$ cat src/rtl/link_pkg.sv
// Shared definitions for the link order path (link_top and link_order_queue).
// Order type encodings, default field widths and the packed order record.
package link_pkg;

  localparam logic [1:0] APPE = 2'b00;
  localparam logic [1:0] DELE = 2'b01;
  localparam logic [1:0] CHAG = 2'b10;
  localparam logic [1:0] READ = 2'b11;

  localparam int LINK_ADDR_W  = 16;
  localparam int LINK_DATA_W  = 16;
  localparam int LINK_TABLE_W = 8;

  // Packed order as carried through the queue: {type, table, node, data}.
  // Modules with non-default widths carry the same layout as a flat vector.
  typedef struct packed {
    logic [1:0]              otype;
    logic [LINK_TABLE_W-1:0] otable;
    logic [LINK_ADDR_W-1:0]  onode;
    logic [LINK_DATA_W-1:0]  odata;
  } order_t;

  // Head register occupancy as seen from the link_top side.
  typedef enum logic [1:0] {
    H_EMPTY   = 2'd0,
    H_PRESENT = 2'd1,
    H_STALL   = 2'd2
  } head_state_e;

  // Flat width of an order record for arbitrary field widths.
  function automatic int order_width(input int tw, input int aw, input int dw);
    return 2 + tw + aw + dw;
  endfunction

endpackage

$ cat src/rtl/link_sync_fifo.sv
// Single-clock FIFO, DEPTH x WIDTH, valid/busy handshake on both sides.
// Pointers carry one extra wrap bit so full and empty are distinguishable.
// Storage is deliberately not reset; only the pointers are.
module link_sync_fifo #(
  parameter int WIDTH = 42,
  parameter int DEPTH = 8
) (
  input  logic             clk,
  input  logic             rst_n,
  input  logic             wr_valid,
  output logic             wr_busy,
  input  logic [WIDTH-1:0] wr_data,
  output logic             rd_valid,
  input  logic             rd_busy,
  output logic [WIDTH-1:0] rd_data
);

  localparam int AW = $clog2(DEPTH);

  logic [AW:0]      wr_ptr_q, wr_ptr_d;
  logic [AW:0]      rd_ptr_q, rd_ptr_d;
  logic [WIDTH-1:0] mem_q [DEPTH];
  logic             wr_en;
  logic             rd_en;

  assign wr_busy  = (wr_ptr_q[AW] != rd_ptr_q[AW]) && (wr_ptr_q[AW-1:0] == rd_ptr_q[AW-1:0]);
  assign rd_valid = (wr_ptr_q != rd_ptr_q);
  assign rd_data  = mem_q[rd_ptr_q[AW-1:0]];
  assign wr_en    = wr_valid & ~wr_busy;
  assign rd_en    = rd_valid & ~rd_busy;

  // Advance pointers on accepted writes and reads.
  always_comb begin
    wr_ptr_d = wr_ptr_q;
    rd_ptr_d = rd_ptr_q;
    if (wr_en) wr_ptr_d = wr_ptr_q + (AW+1)'(1);
    if (rd_en) rd_ptr_d = rd_ptr_q + (AW+1)'(1);
  end

  // Pointer registers.
  always_ff @(posedge clk or negedge rst_n) begin
    if (!rst_n) begin
      wr_ptr_q <= '0;
      rd_ptr_q <= '0;
    end else begin
      wr_ptr_q <= wr_ptr_d;
      rd_ptr_q <= rd_ptr_d;
    end
  end

  // Storage write; no reset so it maps onto plain RAM/flop arrays.
  always_ff @(posedge clk) begin
    if (wr_en) mem_q[wr_ptr_q[AW-1:0]] <= wr_data;
  end

endmodule

$ cat src/rtl/link_order_queue.sv
// Order queue in front of link_top. Buffers host orders and issues them
// strictly in order, holding back a READ head while MAX_RD_OUT READs are
// still waiting for their dout beat (tracked by snooping dout handshake).
// Optional: define LINK_ORDER_STAT_EN to add saturating per-type issue counters.
//
// Head state | meaning
// -----------+---------------------------------------------------------
// H_EMPTY    | no order in the output register, order_valid=0
// H_PRESENT  | order in the output register, offered with order_valid=1
// H_STALL    | READ in the output register, withheld until rd_out drops
//
// The output register counts toward level. A push into an empty queue (or
// into a queue whose only entry is leaving) bypasses the FIFO straight into
// the output register so it is offered on the next cycle.
module link_order_queue
  import link_pkg::*;
#(
  parameter int ADDR_WIDTH  = 16,
  parameter int DATA_WIDTH  = 16,
  parameter int TABLE_WIDTH = 8,
  parameter int DEPTH       = 8,
  parameter int MAX_RD_OUT  = 4
) (
  input  logic                          clk,
  input  logic                          rst_n,
  input  logic                          in_valid,
  output logic                          in_busy,
  input  logic [1:0]                    in_type,
  input  logic [TABLE_WIDTH-1:0]        in_table,
  input  logic [ADDR_WIDTH-1:0]         in_node,
  input  logic [DATA_WIDTH-1:0]         in_data,
  output logic                          order_valid,
  input  logic                          order_busy,
  output logic [1:0]                    order_type,
  output logic [TABLE_WIDTH-1:0]        order_table,
  output logic [ADDR_WIDTH-1:0]         order_node,
  output logic [DATA_WIDTH-1:0]         order_data,
  input  logic                          dout_valid,
  input  logic                          dout_busy,
  output logic [$clog2(DEPTH):0]        level,
  output logic [$clog2(MAX_RD_OUT):0]   rd_out
`ifdef LINK_ORDER_STAT_EN
  ,
  output logic [15:0]                   stat_appe,
  output logic [15:0]                   stat_dele,
  output logic [15:0]                   stat_chag,
  output logic [15:0]                   stat_read
`endif
);

  localparam int OW = order_width(TABLE_WIDTH, ADDR_WIDTH, DATA_WIDTH);
  localparam int LW = $clog2(DEPTH) + 1;
  localparam int RW = $clog2(MAX_RD_OUT) + 1;
  localparam logic [LW-1:0] DEPTH_L = LW'(DEPTH);
  localparam logic [RW-1:0] MAX_L   = RW'(MAX_RD_OUT);

  head_state_e   head_state_q, head_state_d;
  logic          order_valid_q, order_valid_d;
  logic [OW-1:0] head_word_q, head_word_d;
  logic [LW-1:0] level_q, level_d;
  logic [RW-1:0] rd_out_q, rd_out_d;
  logic          in_busy_q, in_busy_d;

  logic [OW-1:0] in_word;
  logic [OW-1:0] load_word;
  logic [1:0]    head_type;
  logic          push;
  logic          xfer;
  logic          rd_inc;
  logic          rd_dec;
  logic          load;
  logic          take_in;
  logic          fifo_push;
  logic          fifo_pop;
  logic          fifo_wr_busy;
  logic          fifo_rd_valid;
  logic [OW-1:0] fifo_rd_data;

  assign in_word   = {in_type, in_table, in_node, in_data};
  assign head_type = head_word_q[OW-1 -: 2];
  assign push      = in_valid & ~in_busy_q;
  assign xfer      = order_valid_q & ~order_busy;
  assign rd_inc    = xfer & (head_type == READ);
  assign rd_dec    = dout_valid & ~dout_busy & (rd_out_q != '0);

  link_sync_fifo #(
    .WIDTH (OW),
    .DEPTH (DEPTH)
  ) u_fifo (
    .clk      (clk),
    .rst_n    (rst_n),
    .wr_valid (fifo_push),
    .wr_busy  (fifo_wr_busy),
    .wr_data  (in_word),
    .rd_valid (fifo_rd_valid),
    .rd_busy  (~fifo_pop),
    .rd_data  (fifo_rd_data)
  );

  // Outstanding-READ tracker; a dout beat with nothing outstanding is dropped.
  always_comb begin
    rd_out_d = rd_out_q;
    if (rd_inc && !rd_dec)      rd_out_d = rd_out_q + RW'(1);
    else if (!rd_inc && rd_dec) rd_out_d = rd_out_q - RW'(1);
  end

  // Occupancy including the output register; full flag registered from it.
  always_comb begin
    level_d   = level_q + LW'(push) - LW'(xfer);
    in_busy_d = (level_d == DEPTH_L);
  end

  // Head next-state: choose what (if anything) lands in the output register.
  always_comb begin
    head_state_d  = head_state_q;
    order_valid_d = order_valid_q;
    head_word_d   = head_word_q;
    load          = 1'b0;
    take_in       = 1'b0;
    fifo_pop      = 1'b0;
    load_word     = fifo_rd_data;

    case (head_state_q)
      H_EMPTY: begin
        if (push) begin
          load    = 1'b1;
          take_in = 1'b1;
        end
      end
      H_PRESENT: begin
        if (xfer) begin
          if (fifo_rd_valid) begin
            load     = 1'b1;
            fifo_pop = 1'b1;
          end else if (push) begin
            load    = 1'b1;
            take_in = 1'b1;
          end else begin
            head_state_d  = H_EMPTY;
            order_valid_d = 1'b0;
          end
        end
      end
      H_STALL: begin
        if (rd_out_d != MAX_L) begin
          head_state_d  = H_PRESENT;
          order_valid_d = 1'b1;
        end
      end
      default: begin
        head_state_d  = H_EMPTY;
        order_valid_d = 1'b0;
      end
    endcase

    if (take_in) load_word = in_word;

    if (load) begin
      head_word_d = load_word;
      if ((load_word[OW-1 -: 2] == READ) && (rd_out_d == MAX_L)) begin
        head_state_d  = H_STALL;
        order_valid_d = 1'b0;
      end else begin
        head_state_d  = H_PRESENT;
        order_valid_d = 1'b1;
      end
    end

    fifo_push = push & ~take_in & ~fifo_wr_busy;
  end

  // Head FSM, output register and counters.
  always_ff @(posedge clk or negedge rst_n) begin
    if (!rst_n) begin
      head_state_q  <= H_EMPTY;
      order_valid_q <= 1'b0;
      head_word_q   <= '0;
      level_q       <= '0;
      rd_out_q      <= '0;
      in_busy_q     <= 1'b0;
    end else begin
      head_state_q  <= head_state_d;
      order_valid_q <= order_valid_d;
      head_word_q   <= head_word_d;
      level_q       <= level_d;
      rd_out_q      <= rd_out_d;
      in_busy_q     <= in_busy_d;
    end
  end

  assign in_busy     = in_busy_q;
  assign order_valid = order_valid_q;
  assign order_type  = head_word_q[OW-1 -: 2];
  assign order_table = head_word_q[ADDR_WIDTH+DATA_WIDTH +: TABLE_WIDTH];
  assign order_node  = head_word_q[DATA_WIDTH +: ADDR_WIDTH];
  assign order_data  = head_word_q[DATA_WIDTH-1:0];
  assign level       = level_q;
  assign rd_out      = rd_out_q;

`ifdef LINK_ORDER_STAT_EN
  logic [15:0] stat_appe_q, stat_appe_d;
  logic [15:0] stat_dele_q, stat_dele_d;
  logic [15:0] stat_chag_q, stat_chag_d;
  logic [15:0] stat_read_q, stat_read_d;

  // Saturating per-type count of orders handed to link_top.
  always_comb begin
    stat_appe_d = stat_appe_q;
    stat_dele_d = stat_dele_q;
    stat_chag_d = stat_chag_q;
    stat_read_d = stat_read_q;
    if (xfer) begin
      case (head_type)
        APPE:    if (stat_appe_q != 16'hFFFF) stat_appe_d = stat_appe_q + 16'd1;
        DELE:    if (stat_dele_q != 16'hFFFF) stat_dele_d = stat_dele_q + 16'd1;
        CHAG:    if (stat_chag_q != 16'hFFFF) stat_chag_d = stat_chag_q + 16'd1;
        default: if (stat_read_q != 16'hFFFF) stat_read_d = stat_read_q + 16'd1;
      endcase
    end
  end

  // Statistic registers.
  always_ff @(posedge clk or negedge rst_n) begin
    if (!rst_n) begin
      stat_appe_q <= '0;
      stat_dele_q <= '0;
      stat_chag_q <= '0;
      stat_read_q <= '0;
    end else begin
      stat_appe_q <= stat_appe_d;
      stat_dele_q <= stat_dele_d;
      stat_chag_q <= stat_chag_d;
      stat_read_q <= stat_read_d;
    end
  end

  assign stat_appe = stat_appe_q;
  assign stat_dele = stat_dele_q;
  assign stat_chag = stat_chag_q;
  assign stat_read = stat_read_q;
`endif

endmodule
$ cat config.mk
export PLATFORM = sky130hd
export DESIGN_NAME = link_order_queue
export DESIGN_NICKNAME = d
export VERILOG_FILES = /design/src/rtl/link_pkg.sv /design/src/rtl/link_sync_fifo.sv /design/src/rtl/link_order_queue.sv
export SDC_FILE = /design/constraint.sdc
export NUM_CORES = 1
export LEC_CHECK = 0
export BUFFER_PORTS_ARGS = -buffer_cell sky130_fd_sc_hd__buf_2
export CAP_MARGIN = 20
export CORE_MARGIN = 2
export CORE_UTILIZATION = 60
export DETAILED_ROUTE_END_ITERATION = 7
export PLACE_DENSITY = 0.82
export REMOVE_ABC_BUFFERS = 1
export SETUP_SLACK_MARGIN = 0.3
export SLEW_MARGIN = 20
export SYNTH_ARGS = -nofsm -noshare
export SYNTH_HDL_FRONTEND = slang
export SYNTH_HIERARCHICAL = 1
export SYNTH_SLANG_ARGS = --single-unit
$ cat constraint.sdc
create_clock -name clk -period 9.6 [get_ports clk]
set_input_delay 0.96 -clock clk [delete_from_list [all_inputs] [get_ports clk]]
set_output_delay 0.96 -clock clk [all_outputs]
set_load 0.01 [all_outputs]
# Word-level counts from Yosys, hierarchy flattened
# Memories as Yosys holds them, arrays and structs flattened.
# Cells that the tools add are included.
[word_totals] elab_cells=82 memories=1 reg_bits=61 mem_bits_rw=336 output_inout_bits=51
[classes] addsub=6 bitwise_logic=14 muxes=29 reduce_logical=9 n_eq_ne=15
[memory_table] name="u_fifo.mem_q" depth=8 word_bits=42 rd=1 rd_ports_with_merged_regs=0 write_ports=1 line_no="link_sync_fifo.sv:22" rtl="logic [WIDTH-1:0] mem_q [DEPTH];"
[ops] op="2-to-1 mux 42 bit" count=1
[ops] op="2-to-1 mux 1 bit" count=16
[ops] op="inequality test 3 bit, second input constant" count=5
[ops] op="2-to-1 mux 2 bit" count=6
[ops] op="AND 1 bit" count=9
[ops] op="adder 4 x 1 -> 4 bit, second input constant" count=2
[ops] op="equality test 2 bit, second input constant" count=3
[ops] op="2-to-1 mux 3 bit" count=2
[ops] op="case mux 2 bit (3 select lines)" count=1
[ops] op="NOT 1 bit" count=5
[ops] op="AND reduction 5 bit" count=1
[ops] op="adder 4 x 1 -> 4 bit" count=1
[ops] op="equality test 4 bit, second input constant" count=1
[ops] op="logical AND 1 bit" count=4
[ops] op="inequality test 4 bit" count=1
[ops] op="case mux 1 bit (2 select lines)" count=2
[ops] op="subtractor 4 x 1 -> 4 bit" count=1
[ops] op="adder 3 x 1 -> 3 bit, second input constant" count=1
[ops] op="equality test 3 bit" count=1
[ops] op="equality test 3 bit, second input constant" count=1
[ops] op="case mux 1 bit (3 select lines)" count=1
[ops] op="nonzero test 3 bit" count=1
[ops] op="subtractor 3 x 1 -> 3 bit, second input constant" count=1
[ops] op="equality test 2 x 1 -> 1 bit, second input constant" count=1
[ops] op="4 further kinds" count=5

# Longest topological paths before layout
[depth] ltp_word=12 mapped_depth=10 ltp_nobuf=8

# By module
# The synthesis kept the hierarchy.
[by_module_without_submodules] mod="link_sync_fifo" instances=1 cells_per_inst=543 seq_area_each_um2=10289.9 area_each_um2=13317.8
[by_module_without_submodules] mod="link_order_queue" instances=1 cells_per_inst=249 seq_area_each_um2=1301.2 area_each_um2=2592.5

# Least setup slack after synthesis
# Ideal clock, no wire load.
[synth_timing] path_kind="register to register" from="register u_fifo.rd_ptr_q[1]" to="memory u_fifo.mem_q[6][0], enable pin" synth_period_minus_slack_ns=6.894 t_required_ns=9.039 setup_slack_ns=2.706 arrival_time_ns=6.333 path_stages_with_launch=9 path_cell_list="dfrtp_1 buf_2 xor2_1 nor3_1 nand2_1 o21ai_1 a211oi_1 nand2_1 nor4b_1"
[synth_between] elab_chain_len=10
[synth_rtl] element="from (decl)" line_no="link_sync_fifo.sv:21" rtl="logic [AW:0] rd_ptr_q, rd_ptr_d;"
[synth_rtl] element="from (signal assigned)" line_no="link_sync_fifo.sv:47" rtl="rd_ptr_q <= rd_ptr_d;"
[synth_rtl] element="inequality test 4 bit" line_no="link_sync_fifo.sv:27" rtl="assign rd_valid = (wr_ptr_q != rd_ptr_q);"
[synth_rtl] element="named net fifo_rd_valid" line_no="link_order_queue.sv:76" rtl="logic fifo_rd_valid;"
[synth_rtl] element="2-to-1 mux 1 bit" line_no="link_order_queue.sv:132" rtl="if (fifo_rd_valid) begin"
[synth_rtl] element="2-to-1 mux 1 bit" line_no="link_order_queue.sv:131" rtl="if (xfer) begin"
[synth_rtl] element="case mux 1 bit (2 select lines)" line_no="link_order_queue.sv:123" rtl="case (head_state_q)"
[synth_rtl] element="NOT 1 bit" line_no="link_order_queue.sv:169" rtl="fifo_push = push & ~take_in & ~fifo_wr_busy;"
[synth_rtl] element="AND 1 bit (2 in series)" line_no="link_order_queue.sv:169"
[synth_rtl] element="named net fifo_push" line_no="link_order_queue.sv:73" rtl="logic fifo_push;"
[synth_rtl] element="AND 1 bit" line_no="link_sync_fifo.sv:29" rtl="assign wr_en = wr_valid & ~wr_busy;"
[synth_rtl] element="2-to-1 mux 1 bit" line_no="link_sync_fifo.sv:53" rtl="if (wr_en) mem_q[wr_ptr_q[AW-1:0]] <= wr_data;"
[synth_rtl] element="2-to-1 mux 1 bit (implied by the code)" line_no="link_sync_fifo.sv:53"
[synth_rtl] element="to (decl)" line_no="link_sync_fifo.sv:22"
# The timed path passes the listed nets, and every way through them passes these cells.

# Final worst setup path
[layout_timing] from="register u_fifo.rd_ptr_q[2]" to="memory u_fifo.mem_q[5][33], enable pin"
# Same word-level chain as after synthesis.

==> results.txt <==
Total Wirelength - 29.7 mm
R2R Setup Slk - 5.37 ns
Final Hold Fails - 0
First DRT Iteration DRCs - 702
Ordered list of cells on the worst path - xor2_1 -> nor3_1 -> nand2_1 -> o21ai_1 -> a211oi_1 -> nand2_1 -> nor4b_2 -> buf_4
CTS buffer count - 39
Hold path cells - 2
Met3 wire len - 1.71 mm
Largest family of logic cells by synthesized area - multiplexers
FILL cells - 1602
Synth Area in Adders - 0.00834
PwrDens - 320 nW/um^2
Initial Util - 0.611
Ys async rst share - 0.152
Grt ovf - 0
Startpoint types - flop
Core area - 26100 sq um
Maximum root-to-sink buffer count - 3
R2r worst-path depth - 8
CP Class - reg -> reg
CTS Root Cell - clkbuf_16
Initial antenna violation count - 2
XOR/XNOR share of the synthesized area - 0.00936
Compound-Gate Fraction of Synth Area - 0.0253
DRC - 0
Largest net degree at the start of global routing - 87
Post-route ant nets - 0
#FFs+latches synth - 396
Multiplexer share of the synthesized area - 0.184
Cell Area, Placed - 16700 sq um
Ys Warns - 6
CTS tree - yes
Capturing point of the worst reg2reg path - u_fifo/mem_q[5][33]$_DFFE_PP_
Die H - 167 microns
Final clock skew - 0.0193 ns
Most frequent CP cell - nand2_1
Outcome - completed
Clock sink count - 396
Bufs and invs on worst path - 1
Setup violators final - 0
Wl on met1 - 12.8 mm
Synth top area share - 0.634
Vias per inst - 6.06
Num rows - 59
CP Capture Type - flop
H-tree levels - 2
Total power - 5.77 mW
Worst EP required - 9.74 ns
Fin crit period - 4.23 ns
Min-delay src - head_word_q[33]$_DFFE_PN0P_
Synthesis-to-finish area growth - 13.3%
Final Max Tran Viols - 0
Input/output buffers - 98
Post-synth top area cell - edfxtp_1
Syn avg cell area - 20.1 sq um
Setup Fix Bufs, Post-CTS - 0
Max Clock Freq - 236 MHz
Clock transition at path regs - 0.06 ns
Netlist cell types - 53
Post-Synth Simple-Gate Area - 0.0256
Unrepaired setup endpoints after global routing - false
Area contributors post-synth - edfxtp_1 (63%), mux4_2 (12%), dfrtp_1 (9.4%)
Crit path max-delay family - flip-flops
Die Wd - 167 microns
Top sig layer - met4
Post-route cell area - 18000 sq um
First-pass GRT wire length - 46.9 mm
TritonRoute pass-1 iters - 4
Vias in the first global route - 8021
Crit path DAT - 4.38 ns
Share of cells above drive strength 1 - 0.334
DP Wirelength - 16.3 mm
Most frequent cells in the layout - edfxtp_1 (336), buf_2 (97), mux4_2 (84)
Register area share after synthesis - 0.729
Cell area after synthesis - 15900 sq um
GRT Overall Usage - 0.219
Detail Route met2 WL - 14.5 mm
Slew HR - 0.289
Post-Synthesis Cells - 792
Sum of negative setup slack - 0 ns
Leak pwr - 6.50 nW
CP max-delay cell - dfrtp_4
Nets - 962
Worst-Margin Slew - 1.07 ns
CTS-repair resized insts - 0
Top FF cell, synth - edfxtp_1
Worst hold path class - reg -> reg
RR Startpoint - u_fifo/rd_ptr_q[2]$_DFFE_PN0P_
Later-pin clock latency in the skew report - 0.52 ns
Hold Path End - head_word_q[33]$_DFFE_PN0P_
CP peak stage delay - 1.03 ns
Peak supply drop - 0.000228 V
Final GP Congestion - 0.782
Maxcap violations - 0
Post-synth EDFFs - 336
Commonest non-fill, non-tap cell in the layout - edfxtp_1
Die area - 27800 sq um
Vias post-DR - 7707
DR WL/cell - 23.4 microns
Num ports - 99
Worst-path maximum fanout - 46
Crit share post-route - 0.441
Post-CTS Hold Buffers - 0
==> registers in the layout (all words and copies together), names as in the netlist <==
signal / cells
u_fifo/wr_ptr_q: 4
level: 4
head_state_q: 2
in_busy: 1
rd_out: 3
u_fifo/rd_ptr_q: 4
head_word_q: 42
u_fifo/mem_q: 336
==> cell usage after synthesis, drive strengths merged (2+ instances only) <==
cell type / number
mux2i: 43
nand2b: 4
a21oi: 2
buf: 30
nor2b: 3
edfxtp: 336
dfrtp: 60
mux4: 84
and3: 2
o21ai: 45
xor2: 6
ha: 9
nand4b: 2
o41ai: 2
clkbuf: 11
a221o: 2
nand2: 51
a41oi: 2
nor4b: 5
inv: 10
mux2: 45
nor4: 4
nor2: 5
a311oi: 2
xnor2: 11
==> routing by layer <==
| layer | GRT usage | vias to the layer above |
|---|---|---|
| li1 | - | 3419 |
| met1 | 0.321 | 3973 |
| met2 | 0.348 | 270 |
| met3 | 0.0333 | 45 |
| met4 | 0.0678 | 0 |
| met5 | 0 | - |
==> logic make-up (layout without fill, tap and decap cells) <==
logic type | after synthesis | count (layout)
DFF | 396 | 396
muxes | 172 | 172
and+or+nand+nor | 81 | 81
AOI/OAI and AO/OA | 65 | 65
buffers and inverters | 51 | 194
xor gates and xnor gates | 17 | 17
adders and majority gates | 10 | 10
other | 0 | 2
==> tightest hold or removal path: stages, from the launching register on <==
cell and delay, ns:
dfrtp_1 0.34, nand2_1 0.04, o21ai_0 0.06
==> worst max path at each step <==
stage                                        start                             to  cells after the start
finish              u_fifo/rd_ptr_q[2]$_DFFE_PN0P_  u_fifo/mem_q[5][33]$_DFFE_PP_                      8
global route        u_fifo/rd_ptr_q[2]$_DFFE_PN0P_   u_fifo/mem_q[5][8]$_DFFE_PP_                      8
CTS                 u_fifo/rd_ptr_q[2]$_DFFE_PN0P_   u_fifo/mem_q[5][8]$_DFFE_PP_                      8
detailed placement  u_fifo/rd_ptr_q[2]$_DFFE_PN0P_  u_fifo/mem_q[5][10]$_DFFE_PP_                      8
global placement    u_fifo/rd_ptr_q[2]$_DFFE_PN0P_  u_fifo/mem_q[6][10]$_DFFE_PP_                      8
floorplan           u_fifo/rd_ptr_q[0]$_DFFE_PN0P_   u_fifo/mem_q[6][0]$_DFFE_PP_                      7
==> report_power, final <==
group | internal, mW | leakage, nW | switching [mW]
registers | 2.23 | 3.77 | 0.256
logic | 0.896 | 2.11 | 0.896
clock network | 0.889 | 0.623 | 0.608
==> per-stage QoR <==
step / std cells / hold slack (ns) / worst slack [ns] / util
floorplan: 751 / 0.516 / -0.164 / -
global placement: 1198 / 0.457 / 5.64 / 0.642
detailed placement: 1198 / 0.468 / 5.47 / 0.642
CTS: 1270 / 0.481 / 5.42 / 0.691
global route: 1270 / 0.509 / 5.16 / 0.691
finish: 1272 / 0.474 / 5.37 / 0.692
==> cell type report <==
| type | instances | area (sq um) | share of cell area |
|---|---|---|---|
| sequential | 396 | 11600 | 0.644 |
| multi-input combinational | 345 | 4080 | 0.227 |
| clock buffer | 56 | 1110 | 0.0616 |
| timing repair buffer | 112 | 598 | 0.0332 |
| tap | 335 | 419 | 0.0233 |
| clock inverter | 16 | 166 | 0.00923 |
| inverter | 10 | 37.5 | 0.00208 |
| antenna | 2 | 5.00 | 0.000278 |
Note: power is estimated with default switching activity, not from simulation.
